[config.mk]
export PLATFORM = sky130hd
export DESIGN_NAME = motor_cmd_ctrl_flat
export DESIGN_NICKNAME = d
export VERILOG_FILES = /design/src/rtl/motor_cmd_ctrl_if.sv /design/src/rtl/motor_cmd_ctrl.sv /design/src/flat_wrapper.sv
export SDC_FILE = /design/constraint.sdc
export NUM_CORES = 1
export LEC_CHECK = 0
export CORE_MARGIN = 2
export CORE_UTILIZATION = 50
export CTS_BUF_LIST = sky130_fd_sc_hd__clkbuf_16
export CTS_CLUSTER_DIAMETER = 40
export DETAILED_ROUTE_END_ITERATION = 12
export PLACE_DENSITY = 0.71
export SLEW_MARGIN = 20
export SYNTH_ARGS = -nofsm -noshare
export SYNTH_HDL_FRONTEND = slang
export SYNTH_SLANG_ARGS = --single-unit
export TNS_END_PERCENT = 50
[constraint.sdc]
create_clock -name sysclk -period 7.7 [get_ports sysclk]
set_input_delay 1.54 -clock sysclk [delete_from_list [all_inputs] [get_ports sysclk]]
set_output_delay 1.54 -clock sysclk [all_outputs]
set_load 0.05 [all_outputs]
[src/rtl/motor_cmd_ctrl_if.sv]
// Command and pulse-generator bundle for motor_cmd_ctrl.
// slave  : the controller (consumes commands and busy, drives start, move outputs and strobes).
// master : the surrounding logic (command decoder and pulse generator together).
//   cmd_valid/cmd_ready/cmd_motor/cmd_bcd : one BCD absolute-target command per handshake
//   busy/start/motor_out/pulse_num/dir_out : move issue towards the pulse generator
//   done/err                              : one-cycle completion / rejection strobes
interface motor_cmd_ctrl_if #(
  parameter int CH     = 6,
  parameter int DIGITS = 3,
  parameter int PNW    = 16
);
  logic                  cmd_valid;
  logic                  cmd_ready;
  logic [CH-1:0]         cmd_motor;
  logic [4*DIGITS-1:0]   cmd_bcd;
  logic                  busy;
  logic                  start;
  logic [CH-1:0]         motor_out;
  logic [PNW-1:0]        pulse_num;
  logic [CH-1:0]         dir_out;
  logic                  done;
  logic                  err;

  modport master (
    output cmd_valid, cmd_motor, cmd_bcd, busy,
    input  cmd_ready, start, motor_out, pulse_num, dir_out, done, err
  );

  modport slave (
    input  cmd_valid, cmd_motor, cmd_bcd, busy,
    output cmd_ready, start, motor_out, pulse_num, dir_out, done, err
  );
endinterface

[src/rtl/motor_cmd_ctrl.sv]
// Multi-axis move controller: BCD absolute target -> binary, homing/limit check, pulse count + direction.
// Latency: accept at edge k, err/zero-move done after edge k+DIGITS+1, earliest start after edge k+DIGITS+2.
// Backpressure: one command in flight; cmd_ready low from accept until back in IDLE; start waits for busy=0.
// Ports:
//   sysclk, rst (async, active-low), init (sync clear)
//   home_done[CH]  per-channel homing complete
//   bus            motor_cmd_ctrl_if.slave (command handshake, busy/start, move outputs, done/err)
//   pos_sel/pos_rd combinational readback of a stored channel position
// CH must be at least 2 so the channel index has a non-zero width.
module motor_cmd_ctrl #(
  parameter int CH      = 6,
  parameter int DIGITS  = 3,
  parameter int PW      = 10,
  parameter int MAX_POS = 999,
  parameter int PPU     = 1,
  parameter int PNW     = 16
) (
  input  logic                    sysclk,
  input  logic                    rst,
  input  logic                    init,
  input  logic [CH-1:0]           home_done,
  motor_cmd_ctrl_if.slave         bus,
  input  logic [$clog2(CH)-1:0]   pos_sel,
  output logic [PW-1:0]           pos_rd
);

  // Four spare bits keep acc*10+digit exact for any DIGITS-digit input that
  // could still pass the limit check, so acc > MAX_POS is never fooled by wrap.
  localparam int AW  = PW + 4;
  localparam int CW  = $clog2(CH);
  localparam int DCW = $clog2(DIGITS + 1);
  localparam logic [AW-1:0] MAXP = AW'(MAX_POS);

  typedef enum logic [2:0] {IDLE, CONV, CHECK, ISSUE, ACK, WAIT} state_t;

  state_t               state, state_n;

  logic [CH-1:0]        motor_q;
  logic [4*DIGITS-1:0]  bcd_q;
  logic [AW-1:0]        acc;
  logic                 bad;
  logic [DCW-1:0]       dcnt;
  logic [PW-1:0]        dist_q;
  logic                 dir_q;
  logic [PW-1:0]        pos [CH];

  logic [3:0]           digit;
  logic [AW-1:0]        acc_next;
  logic                 last_digit;
  logic [CW-1:0]        ch_idx;
  logic [PW-1:0]        pos_cur;
  logic [PW-1:0]        acc_pw;
  logic [PW-1:0]        dist_c;
  logic                 reject;

  logic                 accept;
  logic                 do_issue;
  logic                 ready_n;
  logic                 start_n;
  logic                 done_n;
  logic                 err_n;

  // Digits are consumed from the top nibble; bcd_q shifts left one nibble per CONV cycle.
  assign digit      = bcd_q[4*DIGITS-1 -: 4];
  assign acc_next   = (acc << 3) + (acc << 1) + AW'(digit);
  assign last_digit = (dcnt == DCW'(DIGITS - 1));

  // One-hot to index; only meaningful when motor_q is one-hot, which the
  // reject test guarantees before the index is used to touch any state.
  always_comb begin
    ch_idx = '0;
    for (int i = 0; i < CH; i++) begin
      if (motor_q[i]) ch_idx = CW'(i);
    end
  end

  assign pos_cur = pos[ch_idx];
  assign acc_pw  = acc[PW-1:0];
  assign dist_c  = (acc_pw >= pos_cur) ? (acc_pw - pos_cur) : (pos_cur - acc_pw);

  assign reject = bad
               || !$onehot(motor_q)
               || !home_done[ch_idx]
               || (acc > MAXP);

  always_comb begin
    state_n  = state;
    accept   = 1'b0;
    do_issue = 1'b0;
    start_n  = 1'b0;
    done_n   = 1'b0;
    err_n    = 1'b0;
    case (state)
      IDLE: begin
        if (bus.cmd_valid && bus.cmd_ready) begin
          accept  = 1'b1;
          state_n = CONV;
        end
      end
      CONV: begin
        if (last_digit) state_n = CHECK;
      end
      CHECK: begin
        if (reject) begin
          err_n   = 1'b1;
          state_n = IDLE;
        end else if (acc_pw == pos_cur) begin
          done_n  = 1'b1;
          state_n = IDLE;
        end else begin
          state_n = ISSUE;
        end
      end
      ISSUE: begin
        if (!bus.busy) begin
          start_n  = 1'b1;
          do_issue = 1'b1;
          state_n  = ACK;
        end
      end
      // busy is ignored here: the pulse generator gets one cycle to raise it.
      ACK: state_n = WAIT;
      WAIT: begin
        if (!bus.busy) begin
          done_n  = 1'b1;
          state_n = IDLE;
        end
      end
      default: state_n = IDLE;
    endcase
    // Registered ready tracks the state we are heading into, so it rises on
    // the same edge as done/err and the next accept can follow one cycle later.
    ready_n = (state_n == IDLE);
  end

  always_ff @(posedge sysclk or negedge rst) begin
    if (!rst) begin
      state         <= IDLE;
      bus.cmd_ready <= 1'b0;
      bus.start     <= 1'b0;
      bus.done      <= 1'b0;
      bus.err       <= 1'b0;
      bus.motor_out <= '0;
      bus.pulse_num <= '0;
      bus.dir_out   <= '0;
      motor_q       <= '0;
      bcd_q         <= '0;
      acc           <= '0;
      bad           <= 1'b0;
      dcnt          <= '0;
      dist_q        <= '0;
      dir_q         <= 1'b0;
      for (int i = 0; i < CH; i++) pos[i] <= '0;
    end else if (init) begin
      // Drops any in-flight command silently; ready stays low for this cycle.
      state         <= IDLE;
      bus.cmd_ready <= 1'b0;
      bus.start     <= 1'b0;
      bus.done      <= 1'b0;
      bus.err       <= 1'b0;
      bus.motor_out <= '0;
      bus.pulse_num <= '0;
      bus.dir_out   <= '0;
      motor_q       <= '0;
      bcd_q         <= '0;
      acc           <= '0;
      bad           <= 1'b0;
      dcnt          <= '0;
      dist_q        <= '0;
      dir_q         <= 1'b0;
      for (int i = 0; i < CH; i++) pos[i] <= '0;
    end else begin
      state         <= state_n;
      bus.cmd_ready <= ready_n;
      bus.start     <= start_n;
      bus.done      <= done_n;
      bus.err       <= err_n;

      if (accept) begin
        motor_q <= bus.cmd_motor;
        bcd_q   <= bus.cmd_bcd;
        acc     <= '0;
        bad     <= 1'b0;
        dcnt    <= '0;
      end

      if (state == CONV) begin
        acc   <= acc_next;
        bad   <= bad | (digit > 4'd9);
        bcd_q <= bcd_q << 4;
        dcnt  <= dcnt + DCW'(1);
      end

      if (state == CHECK) begin
        dist_q <= dist_c;
        dir_q  <= (acc_pw < pos_cur);
      end

      // Only the moved channel's direction bit changes; the rest hold.
      if (do_issue) begin
        bus.motor_out       <= motor_q;
        bus.pulse_num       <= PNW'(dist_q) * PNW'(PPU);
        bus.dir_out[ch_idx] <= dir_q;
        pos[ch_idx]         <= acc_pw;
      end
    end
  end

  always_comb begin
    pos_rd = '0;
    for (int i = 0; i < CH; i++) begin
      if (CW'(i) == pos_sel) pos_rd = pos[i];
    end
  end

endmodule

[src/flat_wrapper.sv]
// flat-port wrapper written by rule: the top's interface ports become plain ports
module motor_cmd_ctrl_flat 
#(
  parameter int CH      = 6,
  parameter int DIGITS  = 3,
  parameter int PW      = 10,
  parameter int MAX_POS = 999,
  parameter int PPU     = 1,
  parameter int PNW     = 16
)
  (sysclk, rst, init, home_done, pos_sel, pos_rd, bus_cmd_valid, bus_cmd_motor, bus_cmd_bcd, bus_busy, bus_cmd_ready, bus_start, bus_motor_out, bus_pulse_num, bus_dir_out, bus_done, bus_err);
  motor_cmd_ctrl_if #(.CH(CH), .DIGITS(DIGITS), .PNW(PNW)) bus_i ();
  input  logic sysclk;
  input  logic rst;
  input  logic init;
  input  logic [CH-1:0] home_done;
  input  logic [$clog2(CH)-1:0] pos_sel;
  output logic [PW-1:0] pos_rd;
  input wire logic [$bits(bus_i.cmd_valid)-1:0] bus_cmd_valid;
  input wire logic [$bits(bus_i.cmd_motor)-1:0] bus_cmd_motor;
  input wire logic [$bits(bus_i.cmd_bcd)-1:0] bus_cmd_bcd;
  input wire logic [$bits(bus_i.busy)-1:0] bus_busy;
  output wire logic [$bits(bus_i.cmd_ready)-1:0] bus_cmd_ready;
  output wire logic [$bits(bus_i.start)-1:0] bus_start;
  output wire logic [$bits(bus_i.motor_out)-1:0] bus_motor_out;
  output wire logic [$bits(bus_i.pulse_num)-1:0] bus_pulse_num;
  output wire logic [$bits(bus_i.dir_out)-1:0] bus_dir_out;
  output wire logic [$bits(bus_i.done)-1:0] bus_done;
  output wire logic [$bits(bus_i.err)-1:0] bus_err;
  assign bus_i.cmd_valid = bus_cmd_valid;
  assign bus_i.cmd_motor = bus_cmd_motor;
  assign bus_i.cmd_bcd = bus_cmd_bcd;
  assign bus_i.busy = bus_busy;
  assign bus_cmd_ready = bus_i.cmd_ready;
  assign bus_start = bus_i.start;
  assign bus_motor_out = bus_i.motor_out;
  assign bus_pulse_num = bus_i.pulse_num;
  assign bus_dir_out = bus_i.dir_out;
  assign bus_done = bus_i.done;
  assign bus_err = bus_i.err;
  motor_cmd_ctrl #(.CH(CH), .DIGITS(DIGITS), .PW(PW), .MAX_POS(MAX_POS), .PPU(PPU), .PNW(PNW)) u_core (.sysclk(sysclk), .rst(rst), .init(init), .home_done(home_done), .bus(bus_i), .pos_sel(pos_sel), .pos_rd(pos_rd));
endmodule
==> summary.txt <==
Placed design
  • Gpl congestion: 0.919
  • Port buffer count: 67
  • Half-perimeter wire length after placement: 15200 µm

Clocking
  • CTS Buffer Depth: 2
  • Max H-tree Level: 4
  • Post-CTS Setup Bufs: 0
  • CTS sink cnt: 135
  • Worst-Skew Late Latency: 0.43 ns
  • CTS resizes: 0
  • CTS Root Cell: clkbuf_16
  • CTS tree: yes
  • Clock transition at path regs: 0.06 ns
  • CTS Buf Count: 17
  • # hold bufs at CTS: 0

Yosys
  • Post-synthesis compound-gate area fraction: 0.195
  • Largest family of logic cells by synthesized area: compound AO/OA/AOI/OAI gates
  • Mux cell area share after synthesis: 0.0498
  • Seq/Total Area, Yosys: 0.405
  • Yosys reg bits: 135
  • Main synth FF type: dfrtp_1
  • Post-synth EDFFs: 0
  • Ys Warns: 0
  • Post-synth ARST share: 1.00
  • Syn_area_per_cell: 8.54 µm²
  • Synth Instances: 977
  • Post-Synth XOR/XNOR Area: 0.0157
  • Post-Synth Simple-Gate Area: 0.184
  • Area share of fa/ha/maj cells after synthesis: 0.0878
  • Synth cell types: 63
  • Synthesized area: 8350 µm²

STA
  • Max-slew violation count: 0
  • # setup viols final: 0
  • Worst hold slack: 0.495 ns
  • Slew @ Worst Pin: 1.04 ns
  • RSZ-0062 raised after global routing: false
  • Layout Skew: 0.00612 ns
  • Final Hold Viols: 0
  • Final Critical Period: 5.91 ns
  • FMAX: 0.169 GHz
  • Slew Limit Headroom: 0.303
  • Setup tns final: 0 ns
  • Final Cycle Share: 0.768

Power
  • Max IR drop VDD: 0.150 mV
  • Leakage: 4.13 nW
  • PD cells: 201 nW/µm²
  • Total design power: 1.93 mW

Drt
  • Via count: 7314
  • 1st-iter DRT viols: 680
  • Post-route DRC: 0
  • Wirelength per Cell: 18.4 µm
  • TritonRoute pass-1 iters: 5
  • Post-DRT Antenna Nets: 0
  • DR vias/cell: 5.93
  • Final WL: 22700 µm

Floorplanning
  • Die Ht: 133 µm
  • IO Pins: 74
  • Die X: 133 µm
  • Starting Density: 0.507
  • Core Area: 16500 µm²
  • Standard-cell rows: 47
  • Die ar.: 17700 µm²

GRT
  • Largest net degree at the start of global routing: 90
  • Overall Global Routing Usage: 0.263
  • Via count of the first global-routing pass: 6949
  • Initial antenna violation count: 0
  • Gr ovfl total: 0
  • Global-route wire length before repair: 36900 µm

Setup path
  • Launching point of the worst reg2reg path: u_core.motor_q[4]
  • CP Max Fanout: 13
  • Nature of the critical path endpoint: output pin
  • Required time worst endpoint: 6.16 ns
  • Critical path class: in -> out
  • Setup crit start: pos_sel[1]
  • Reg2reg end: u_core.dist_q[7]
  • CP endpoint: pos_rd[0]
  • CP arrival: 4.37 ns
  • Worst setup SP type: input port
  • Flop2flop setup slack: 2.82 ns
  • Worst reg-to-reg path cell count: 15

Run
  • Max cap viols: 0

Layout
  • # diodes: 0
  • Nets: 1087
  • Layout cell share with drive strength beyond 1: 0.0582
  • Area added between synthesis and finish: 14.9%

Hold path
  • Worst Hold Path Cells: 2
  • Type of the worst min-delay path: reg -> reg

Run status
  • Status: finished clean
-- synth_stat cells, types with 5 or more instances --
| cell type | instances | area (µm²) |
|---|---|---|
| nor2b_1 | 5 | 31.3 |
| a211oi_1 | 9 | 67.6 |
| o21ai_0 | 43 | 215 |
| buf_4 | 10 | 75.1 |
| nand2b_1 | 7 | 43.8 |
| dfrtp_1 | 135 | 3380 |
| a311oi_1 | 9 | 78.8 |
| nor2_1 | 65 | 244 |
| fa_1 | 6 | 120 |
| nor3_1 | 10 | 50.1 |
| o221ai_1 | 10 | 87.6 |
| xor2_1 | 7 | 61.3 |
| inv_1 | 41 | 154 |
| clkbuf_1 | 50 | 188 |
| nand3_1 | 14 | 70.1 |
| a221oi_1 | 9 | 78.8 |
| a21o_1 | 7 | 52.6 |
| buf_1 | 6 | 22.5 |
| a21oi_1 | 128 | 641 |
| mux2i_1 | 37 | 370 |
| nand3b_1 | 7 | 52.6 |
| nand2_1 | 210 | 788 |
| xnor2_1 | 8 | 70.1 |
| ha_1 | 49 | 613 |
| a22o_1 | 5 | 43.8 |
| o22a_1 | 11 | 96.3 |
| nand4_1 | 6 | 37.5 |
| a31oi_1 | 6 | 37.5 |
-- placed cells by master, fill, tap and decap left out, types with 3 or more instances in the layout --
cell type | synthesis | layout
a311oi_1 | 9 | 9
o211ai_1 | 3 | 3
nand4_1 | 6 | 6
nor2_1 | 65 | 65
o21ai_0 | 43 | 43
clkbuf_16 | 0 | 17
nor3_1 | 10 | 8
a22o_1 | 5 | 5
o31ai_1 | 3 | 3
o22a_1 | 11 | 11
nand3_1 | 14 | 14
a21o_2 | 4 | 4
nand2_1 | 210 | 210
clkdlybuf4s50_1 | 0 | 65
dfrtp_1 | 135 | 135
ha_1 | 49 | 49
mux2i_1 | 37 | 37
xnor2_1 | 8 | 8
or3_1 | 3 | 3
fa_1 | 6 | 6
bufinv_16 | 0 | 3
a31oi_1 | 6 | 6
and3_1 | 4 | 4
o221ai_1 | 10 | 10
nand2b_1 | 7 | 7
o22ai_1 | 3 | 3
or2_2 | 4 | 4
a21oi_1 | 128 | 128
and2_1 | 4 | 4
nor2b_1 | 5 | 5
a221oi_1 | 9 | 9
xor2_1 | 7 | 7
nand3b_1 | 7 | 7
a21o_1 | 7 | 7
buf_4 | 10 | 7
conb_1 | 1 | 6
a211oi_1 | 9 | 9
inv_1 | 41 | 44
-- flip-flops by register name (all words and copies together) (netlist names) --
register and flops:
u_core.acc 14, u_core.motor_q 6, u_core.dir_q 1, u_core.bus.dir_out 6
u_core.state 3, u_core.bad 1, u_core.bus.start 1, u_core.dist_q 10
u_core.pos 60, u_core.dcnt 2, u_core.bus.done 1, u_core.bcd_q 12
u_core.bus.pulse_num 10, u_core.bus.cmd_ready 1, u_core.bus.motor_out 6, u_core.bus.err 1
-- layer usage --
layer | track usage | vias to the layer above | part of all wire
met5 | 0 | - | 0
met4 | 0.0981 | 0 | 0.028
met3 | 0.0616 | 50 | 0.073
met2 | 0.422 | 313 | 0.47
met1 | 0.351 | 3533 | 0.43
li1 | - | 3418 | -
-- cells by family after synthesis --
logic type               Yosys count
adder cells (fa/ha/maj)           55
AND/OR/NAND/NOR                  353
other                              1
AO/OA/AOI/OAI                    264
flip-flops                       135
buffers and inverters            115
XOR/XNOR                          15
multiplexers                      39
-- final cells by class --
cell class                      instances  area [µm²]
Timing Repair Buffer                   73         714
Clock inverter                         15         161
Clock buffer                           17         425
Multi-Input combinational cell        732        4490
Tap cell                              220         275
Fill cell                            1504        6870
Inverter                               41         154
Sequential cell                       135        3380
-- power breakdown --
| part | internal (mW) | leakage (nW) | switching (mW) |
|---|---|---|---|
| logic | 0.150 | 1.96 | 0.231 |
| registers | 0.718 | 1.88 | 0.00847 |
| clock network | 0.504 | 0.296 | 0.313 |
-- worst min-delay path by stage --
stage,startpoint,to,slack (ns)
after floorplan,u_core.dcnt[1],u_core.dcnt[1],0.45
after global placement,u_core.dcnt[1],u_core.dcnt[1],0.47
after detailed placement,u_core.acc[13],u_core.acc[13],0.49
after CTS,u_core.acc[13],u_core.acc[13],0.50
after global routing,u_core.acc[13],u_core.acc[13],0.52
final,u_core.dcnt[1],u_core.dcnt[1],0.49
-- critical path: stages --
cell             delay (ns)
clkdlybuf4s50_1        0.81
nor3b_1                0.91
nand2_1                0.12
o221ai_1               0.14
clkdlybuf4s50_1        0.86
-- metrics by stage --
step	util	cells	setup WS, ns	instance area (µm²)
final	0.583	1233	1.79	9590
after global routing	0.583	1233	1.61	9590
after CTS	0.582	1233	1.84	9590
after global placement	0.547	1201	1.88	9000
after floorplan	-	982	2.95	8370
after detailed placement	0.547	1201	1.85	9000
Note: power is estimated with default switching activity, not from simulation.
